`config.mk`:
```
export PLATFORM = sky130hd
export DESIGN_NAME = dmem_arbiter
export DESIGN_NICKNAME = d
export VERILOG_FILES = /design/src/rtl/dmem_arb_pkg.sv /design/src/rtl/dmem_arbiter.sv
export SDC_FILE = /design/constraint.sdc
export NUM_CORES = 1
export LEC_CHECK = 0
export BUFFER_PORTS_ARGS = -buffer_cell sky130_fd_sc_hd__buf_4
export CORE_ASPECT_RATIO = 0.5
export CORE_MARGIN = 4
export CORE_UTILIZATION = 43
export DETAILED_ROUTE_END_ITERATION = 10
export PLACE_DENSITY_LB_ADDON = 0.25
export SKIP_LAST_GASP = 1
export SLEW_MARGIN = 20
export SYNTH_ARGS = -nofsm -noshare
export SYNTH_HDL_FRONTEND = slang
export SYNTH_SLANG_ARGS = --single-unit
```
`constraint.sdc`:
```
create_clock -name clock -period 3.57 [get_ports clock]
set_clock_uncertainty 0.15 [all_clocks]
set_input_delay 0.357 -clock clock [delete_from_list [all_inputs] [get_ports clock]]
set_output_delay 0.357 -clock clock [all_outputs]
set_load 0.05 [all_outputs]
```
`src/rtl/dmem_arb_pkg.sv`:
```
// Shared types for the data-memory arbiter.
// Request buffer layout, FSM states and bus widths.
package dmem_arb_pkg;

  localparam int DMEM_AW = 32;
  localparam int DMEM_DW = 32;

  typedef enum logic [1:0] {
    IDLE    = 2'd0,
    PENDING = 2'd1,
    RESP    = 2'd2
  } arb_state_e;

  typedef struct packed {
    logic               write;
    logic [DMEM_AW-1:0] addr;
    logic [DMEM_DW-1:0] wdata;
  } req_buf_t;

endpackage

```
`src/rtl/dmem_arbiter.sv`:
```
// Data-memory port arbiter: core first, secondary via one-entry buffer.
// Define DMEM_ARB_STARVE_EN to compile in the starvation guard.
module dmem_arbiter
  import dmem_arb_pkg::*;
#(
  parameter int MAX_WAIT = 15
) (
  input  logic               clock,
  input  logic               rst,
  input  logic               cpu_mem_read,
  input  logic               cpu_mem_write,
  input  logic [DMEM_AW-1:0] cpu_address,
  input  logic [DMEM_DW-1:0] cpu_write_data,
  output logic [DMEM_DW-1:0] cpu_read_data,
  output logic               cpu_stall,
  input  logic               sec_req_valid,
  output logic               sec_req_ready,
  input  logic               sec_req_write,
  input  logic [DMEM_AW-1:0] sec_req_addr,
  input  logic [DMEM_DW-1:0] sec_req_wdata,
  output logic               sec_rsp_valid,
  input  logic               sec_rsp_ready,
  output logic [DMEM_DW-1:0] sec_rsp_rdata,
  output logic               m_re,
  output logic               m_we,
  output logic [DMEM_AW-1:0] m_addr,
  output logic [DMEM_DW-1:0] m_wdata,
  input  logic [DMEM_DW-1:0] m_rdata
);

  if (MAX_WAIT < 1 || MAX_WAIT > 255) begin : g_bad_max_wait
    $error("dmem_arbiter: MAX_WAIT out of range");
  end

  arb_state_e         state_q, state_d;
  req_buf_t           buf_q, buf_d;
  logic [DMEM_DW-1:0] rsp_rdata_q, rsp_rdata_d;

  logic core_busy;
  logic pending;
  logic steal;
  logic issue;

  assign core_busy = cpu_mem_read | cpu_mem_write;
  assign pending   = (state_q == PENDING);

`ifdef DMEM_ARB_STARVE_EN
  logic [7:0] wait_cnt_q, wait_cnt_d;

  assign steal = pending & core_busy &
                 (wait_cnt_q == 8'(MAX_WAIT));

  always_comb begin
    wait_cnt_d = wait_cnt_q;
    if (state_q == IDLE && sec_req_valid) begin
      wait_cnt_d = '0;
    end else if (pending && core_busy && !steal) begin
      if (wait_cnt_q < 8'(MAX_WAIT)) begin
        wait_cnt_d = wait_cnt_q + 8'd1;
      end
    end
  end

  always_ff @(posedge clock or posedge rst) begin
    if (rst) begin
      wait_cnt_q <= '0;
    end else begin
      wait_cnt_q <= wait_cnt_d;
    end
  end
`else
  assign steal = 1'b0;
`endif

  // A stolen slot counts as an issue even though the core is busy.
  assign issue = pending & (~core_busy | steal);

  always_comb begin
    state_d     = state_q;
    buf_d       = buf_q;
    rsp_rdata_d = rsp_rdata_q;
    unique case (state_q)
      IDLE: begin
        if (sec_req_valid) begin
          buf_d.write = sec_req_write;
          buf_d.addr  = sec_req_addr;
          buf_d.wdata = sec_req_wdata;
          state_d     = PENDING;
        end
      end
      PENDING: begin
        if (issue) begin
          rsp_rdata_d = buf_q.write ? '0 : m_rdata;
          state_d     = RESP;
        end
      end
      RESP: begin
        if (sec_rsp_ready) begin
          state_d = IDLE;
        end
      end
      default: state_d = IDLE;
    endcase
  end

  always_ff @(posedge clock or posedge rst) begin
    if (rst) begin
      state_q     <= IDLE;
      buf_q       <= '0;
      rsp_rdata_q <= '0;
    end else begin
      state_q     <= state_d;
      buf_q       <= buf_d;
      rsp_rdata_q <= rsp_rdata_d;
    end
  end

  always_comb begin
    m_re    = 1'b0;
    m_we    = 1'b0;
    m_addr  = '0;
    m_wdata = '0;
    if (issue) begin
      m_re    = ~buf_q.write;
      m_we    = buf_q.write;
      m_addr  = buf_q.addr;
      m_wdata = buf_q.write ? buf_q.wdata : '0;
    end else if (core_busy) begin
      m_re    = cpu_mem_read;
      m_we    = cpu_mem_write;
      m_addr  = cpu_address;
      m_wdata = cpu_write_data;
    end
  end

  assign cpu_read_data = steal ? '0 : m_rdata;
  assign cpu_stall     = steal;
  assign sec_req_ready = (state_q == IDLE);
  assign sec_rsp_valid = (state_q == RESP);
  assign sec_rsp_rdata = rsp_rdata_q;

endmodule

```
**Word level (Yosys, flattened, before mapping)**

Index checks and enable logic that the tools add are counted.

- Word-level logic and storage cells: 32
- Input bits: 167
- Register bits: 99
- Output and inout port bits: 133

- Bitwise logic cells: 4
- Equality and inequality tests: 5
- Multiplexer cells: 14
- Reduce and logical (&&, ||, !) cells: 4

Operators with widths:

| operator | number |
|---|---|
| $mux W32 | 6 |
| $mux W2 | 3 |
| $pmux W2 S3 | 1 |
| $mux W1 | 4 |
| $ne A2 B1 Y1 const B | 2 |
| $reduce_and A2 Y1 | 2 |
| $reduce_and A3 Y1 | 1 |
| $eq A2 B1 Y1 const B | 1 |
| $eq A2 B2 Y1 const B | 1 |
| $logic_not A2 Y1 | 1 |
| $ne A2 B2 Y1 const B | 1 |
| $not A1 Y1 | 2 |
| $and A1 B1 Y1 | 1 |
| $or A1 B1 Y1 | 1 |

**Depth between registers and ports, before layout**

- Word-level depth: 5
- Gate-level depth with buffers: 4
- Mapped depth without buffers: 2

**Worst setup path after synthesis**

Ideal clock, no wire load.

- Kind: register to output
- From: reg state_q[1]
- To: out m_re
- Cell stages (with the launch flop): 3
- Buffers on the path: 0
- Required time: 3.063 ns
- Slack: 1.199 ns
- Arrival: 1.864 ns
- Cells stage by stage: dfrtp_1 -> or4b_2 -> o21bai_1

- Longest elaborated chain between the ends: 3

Ends and longest elaborated chain:

| element | RTL line | text |
|---|---|---|
| start: declaration | dmem_arbiter.sv:35 | `arb_state_e state_q, state_d;` |
| start signal: assignment | dmem_arbiter.sv:112 | `state_q <= state_d;` |
| $eq A2 B1 Y1 | dmem_arbiter.sv:45 | `assign pending = (state_q == PENDING);` |
| $and A1 B1 Y1 | dmem_arbiter.sv:76 | `assign issue = pending & (~core_busy \| steal);` |
| $mux W1 | dmem_arbiter.sv:123 | `if (issue) begin` |
| end: declaration | dmem_arbiter.sv:24 | `output logic m_re,` |

No other way between the ends.

**Final worst setup path**

- From: reg state_q[1]
- To: out m_wdata[14]

- Longest elaborated chain between the ends: 3

Ends and longest elaborated chain:

| element | RTL line | text |
|---|---|---|
| $eq A2 B1 Y1 | dmem_arbiter.sv:45 |  |
| $and A1 B1 Y1 | dmem_arbiter.sv:76 |  |
| $mux W32 | dmem_arbiter.sv:123 |  |
| end: declaration | dmem_arbiter.sv:27 | `output logic [DMEM_DW-1:0] m_wdata,` |

No other way between the ends.

==> results.toml <==
[die]
start_util_pct = 44.15
die-width_um = 158.4
core.rowCount = 27
dieArea_um2 = 13180
pin_count = 300
core-area_um2 = 11010
die_y_um = 83.19

[sta]
relSlewSlack_pct = 41.61
fmax_ghz = 0.3581
timing.final.crit_share_pct = 78.23
layout_min_cycle_time_ns = 2.793
fin_setup_tns_ns = 0
worst_pin_slew_ns = 0.8759
hold_viol_final = 0
slew_viol_final = 0
setup_viol = 0
rsz0062_at_grt = "no"

[worst_setup_path]
crit_start = "state_q[1]$_DFFE_PP0P_"
crit_required_ns = 3.06
worstSetupEndpointType = "output pin"
slowest_delay_ns = 0.61
worstSetupStartpointType = "flop"
reg2regPathDepth = 3
cp-endpoint = "m_wdata[14]"
worstPathArrival_ns = 2.29
reg2reg_to = "sec_rsp_rdata[29]$_DFFE_PP0P_"
path_max_fanout = 66
r2r_start = "state_q[1]$_DFFE_PP0P_"
crit_type = "flop to output pin"
rrSetupSlack_ns = 1.44
crit_top_cell = "buf_4"
path_cells = "nor4b_4 -> buf_4 -> a32o_1 -> buf_4"
cp_slowest_cell = "buf_4"

[cells_and_area]
area_growth_pct = 48.58
multi_input_area_um2 = 1991
nNetsFinal = 786
final-seq-area_um2 = 2479
num_antenna_cells = 0
final_util_pct = 65.60
drive_above_1_share_pct = 67.58
stdcell_area_um2 = 7224
fill_cells = 908

[yosys]
muxShareOfSynthArea_pct = 22.47
synth_top_cell_by_area = "dfrtp_1"
seq_area_frac_synth_pct = 50.95
syn_inst = 369
ys_ff_latch = 99
syn_nets = 536
async_flop_share_pct = 100.0
syn_avg_cell_area_um2 = 13.18
synthXorXnorAreaFrac_pct = 0
synth_flop_cell = "dfrtp_1"
yosysWarnings = 0
yosys.area_share.simple_pct = 5.250
synth.distinct_cells = 21
synth_top_area_share_pct = 50.95
synth_area_leaders = "dfrtp_1, mux2_2, a32o_1"
synth_area_um2 = 4862
yosys-top-cells-count = "dfrtp_1, mux2_2, buf_4"
synth_top_family_by_area = "multiplexers"
synth.most_common_cell = "dfrtp_1"
synth_edf_count = 0
yosys.area_share.adder_pct = 0
synth-compound-area-share_pct = 13.00

[detailed_routing]
wl_met1_um = 4891
route.met2.wl_um = 7214
drc = 0
finalWirelength_um = 13340
maxUsedRoutingLayer = "met4"
wl_per_cell_um = 17.37
wl_met3_um = 1058
firstDrtPassIters = 4
dr_total_vias = 3939
postRouteAntennaNets = 0
drt_iter0_markers = 138
viasPerCell = 5.129

[clock_tree]
clk_pin_slew_ns = 0.06
cts_tree = "built"
post_cts_resize_count = 0
cts_made_buffers = 9
htreeDepth = 3
clkLatencyLatePin_ns = 0.33
cts_sinks = 99
cts_setup_buffers = 0
cts_hold_buf = 0
clockBufferDepth = 2
cts_root_buf = "clkbuf_16"

[pwr]
power_density_nw_per_um2 = 803.2
p_leak_nw = 3.496
ir_drop_uv = 329.7
power_w = 0.005802

[placed_design]
post_dp_cell_area_um2 = 6945
portBuffers = 298
place_hpwl_um = 10150
gp_congestion = 0.7703

[global_routing]
overflow = 0
grtUsageTotal_pct = 19.67
grt_pass1_wl_um = 20690
grt_max_degree = 72
antenna_found_initial = 0
grt_pass1_vias = 4088

[worst_hold_path]
hold_path_class = "primary input to flop"

[run_status]
status = "finished clean"

[flow_run]
maxCapViolCount = 0
==> worst max-delay path: cells and delay by family, from the launching register on <==
| family | cells | cell delay (ns) |
|---|---|---|
| buffers and inverters | 2 | 0.82 |
| and+or+nand+nor | 1 | 0.32 |
| AOI/OAI and AO/OA | 1 | 0.28 |
| DFF | 1 | 0.45 |
==> logic make-up after synthesis <==
kind of cell	count (synthesis)
buffers and inverters	66
flip-flops	99
AO/OA/AOI/OAI	68
other	1
multiplexers	97
AND/OR/NAND/NOR	38
==> how the worst min path moves through the flow <==
stage                                        startpoint                       endpoint  slack (ns)  depth (start not counted)
after floorplan                           sec_rsp_ready         state_q[1]$_DFFE_PP0P_        0.29                          1
after global placement    sec_rsp_rdata[21]$_DFFE_PP0P_  sec_rsp_rdata[21]$_DFFE_PP0P_        0.32                          1
after detailed placement  sec_rsp_rdata[21]$_DFFE_PP0P_  sec_rsp_rdata[21]$_DFFE_PP0P_        0.34                          1
after CTS                                 sec_rsp_ready         state_q[1]$_DFFE_PP0P_        0.03                          2
after global routing                      sec_rsp_ready         state_q[1]$_DFFE_PP0P_        0.03                          2
final                                     sec_rsp_ready         state_q[1]$_DFFE_PP0P_        0.04                          2
==> registers in the layout, summed over array words and instances, names as in the netlist <==
| signal | count |
|---|---|
| state_q | 2 |
| buf_q | 65 |
| sec_rsp_rdata | 32 |
==> per-layer routing <==
layer | up-vias | global-route usage (%)
met3 | 18 | 6.299
met5 | - | 0
met1 | 1944 | 21.97
li1 | 1826 | -
met4 | 0 | 5.263
met2 | 151 | 35.93
==> report_power, final <==
group          total [W]  leakage (nW)  internal, W  switching (W)
Combinational    0.00279          2.17      0.00115        0.00165
Sequential       0.00211          1.20      0.00169       0.000425
Clock           0.000898         0.131     0.000491       0.000407
==> placed cells by master (no fill, tap or decap) <==
master	count
o31ai_1	1
nor4b_4	1
or2_4	1
or4b_2	1
mux2_2	96
buf_4	302
nor2_1	2
inv_6	2
dfrtp_2	1
clkbuf_8	1
mux2_1	1
dfrtp_1	98
clkinv_2	1
a31o_2	1
a21o_1	1
a22o_1	32
clkinvlp_4	2
nor3b_2	1
o21bai_1	1
clkbuf_16	9
a32o_1	32
inv_1	1
buf_12	1
inv_4	1
conb_1	1
nor2b_1	32
==> through the flow <==
| stage | hold slack [ns] | worst slack (ns) | std cells |
|---|---|---|---|
| 3_5_place_dp | 0.3353 | 1.136 | 753 |
| 4_1_cts | 0.03082 | 0.7732 | 768 |
| 5_1_grt | 0.03012 | 0.6529 | 768 |
| 2_1_floorplan | 0.2933 | 0.4726 | 369 |
| 3_3_place_gp | 0.3224 | 1.197 | 753 |
| 6_report | 0.04203 | 0.7772 | 768 |
==> final cells by class <==
type	instances	area share (%)
clock inverter	5	0.5196
multi-input combinational	204	27.55
inverter	2	0.1386
sequential	99	34.31
timing repair buffer	303	31.66
tap	145	2.511
clock buffer	10	3.308
Power figures use the tool's default switching activity.
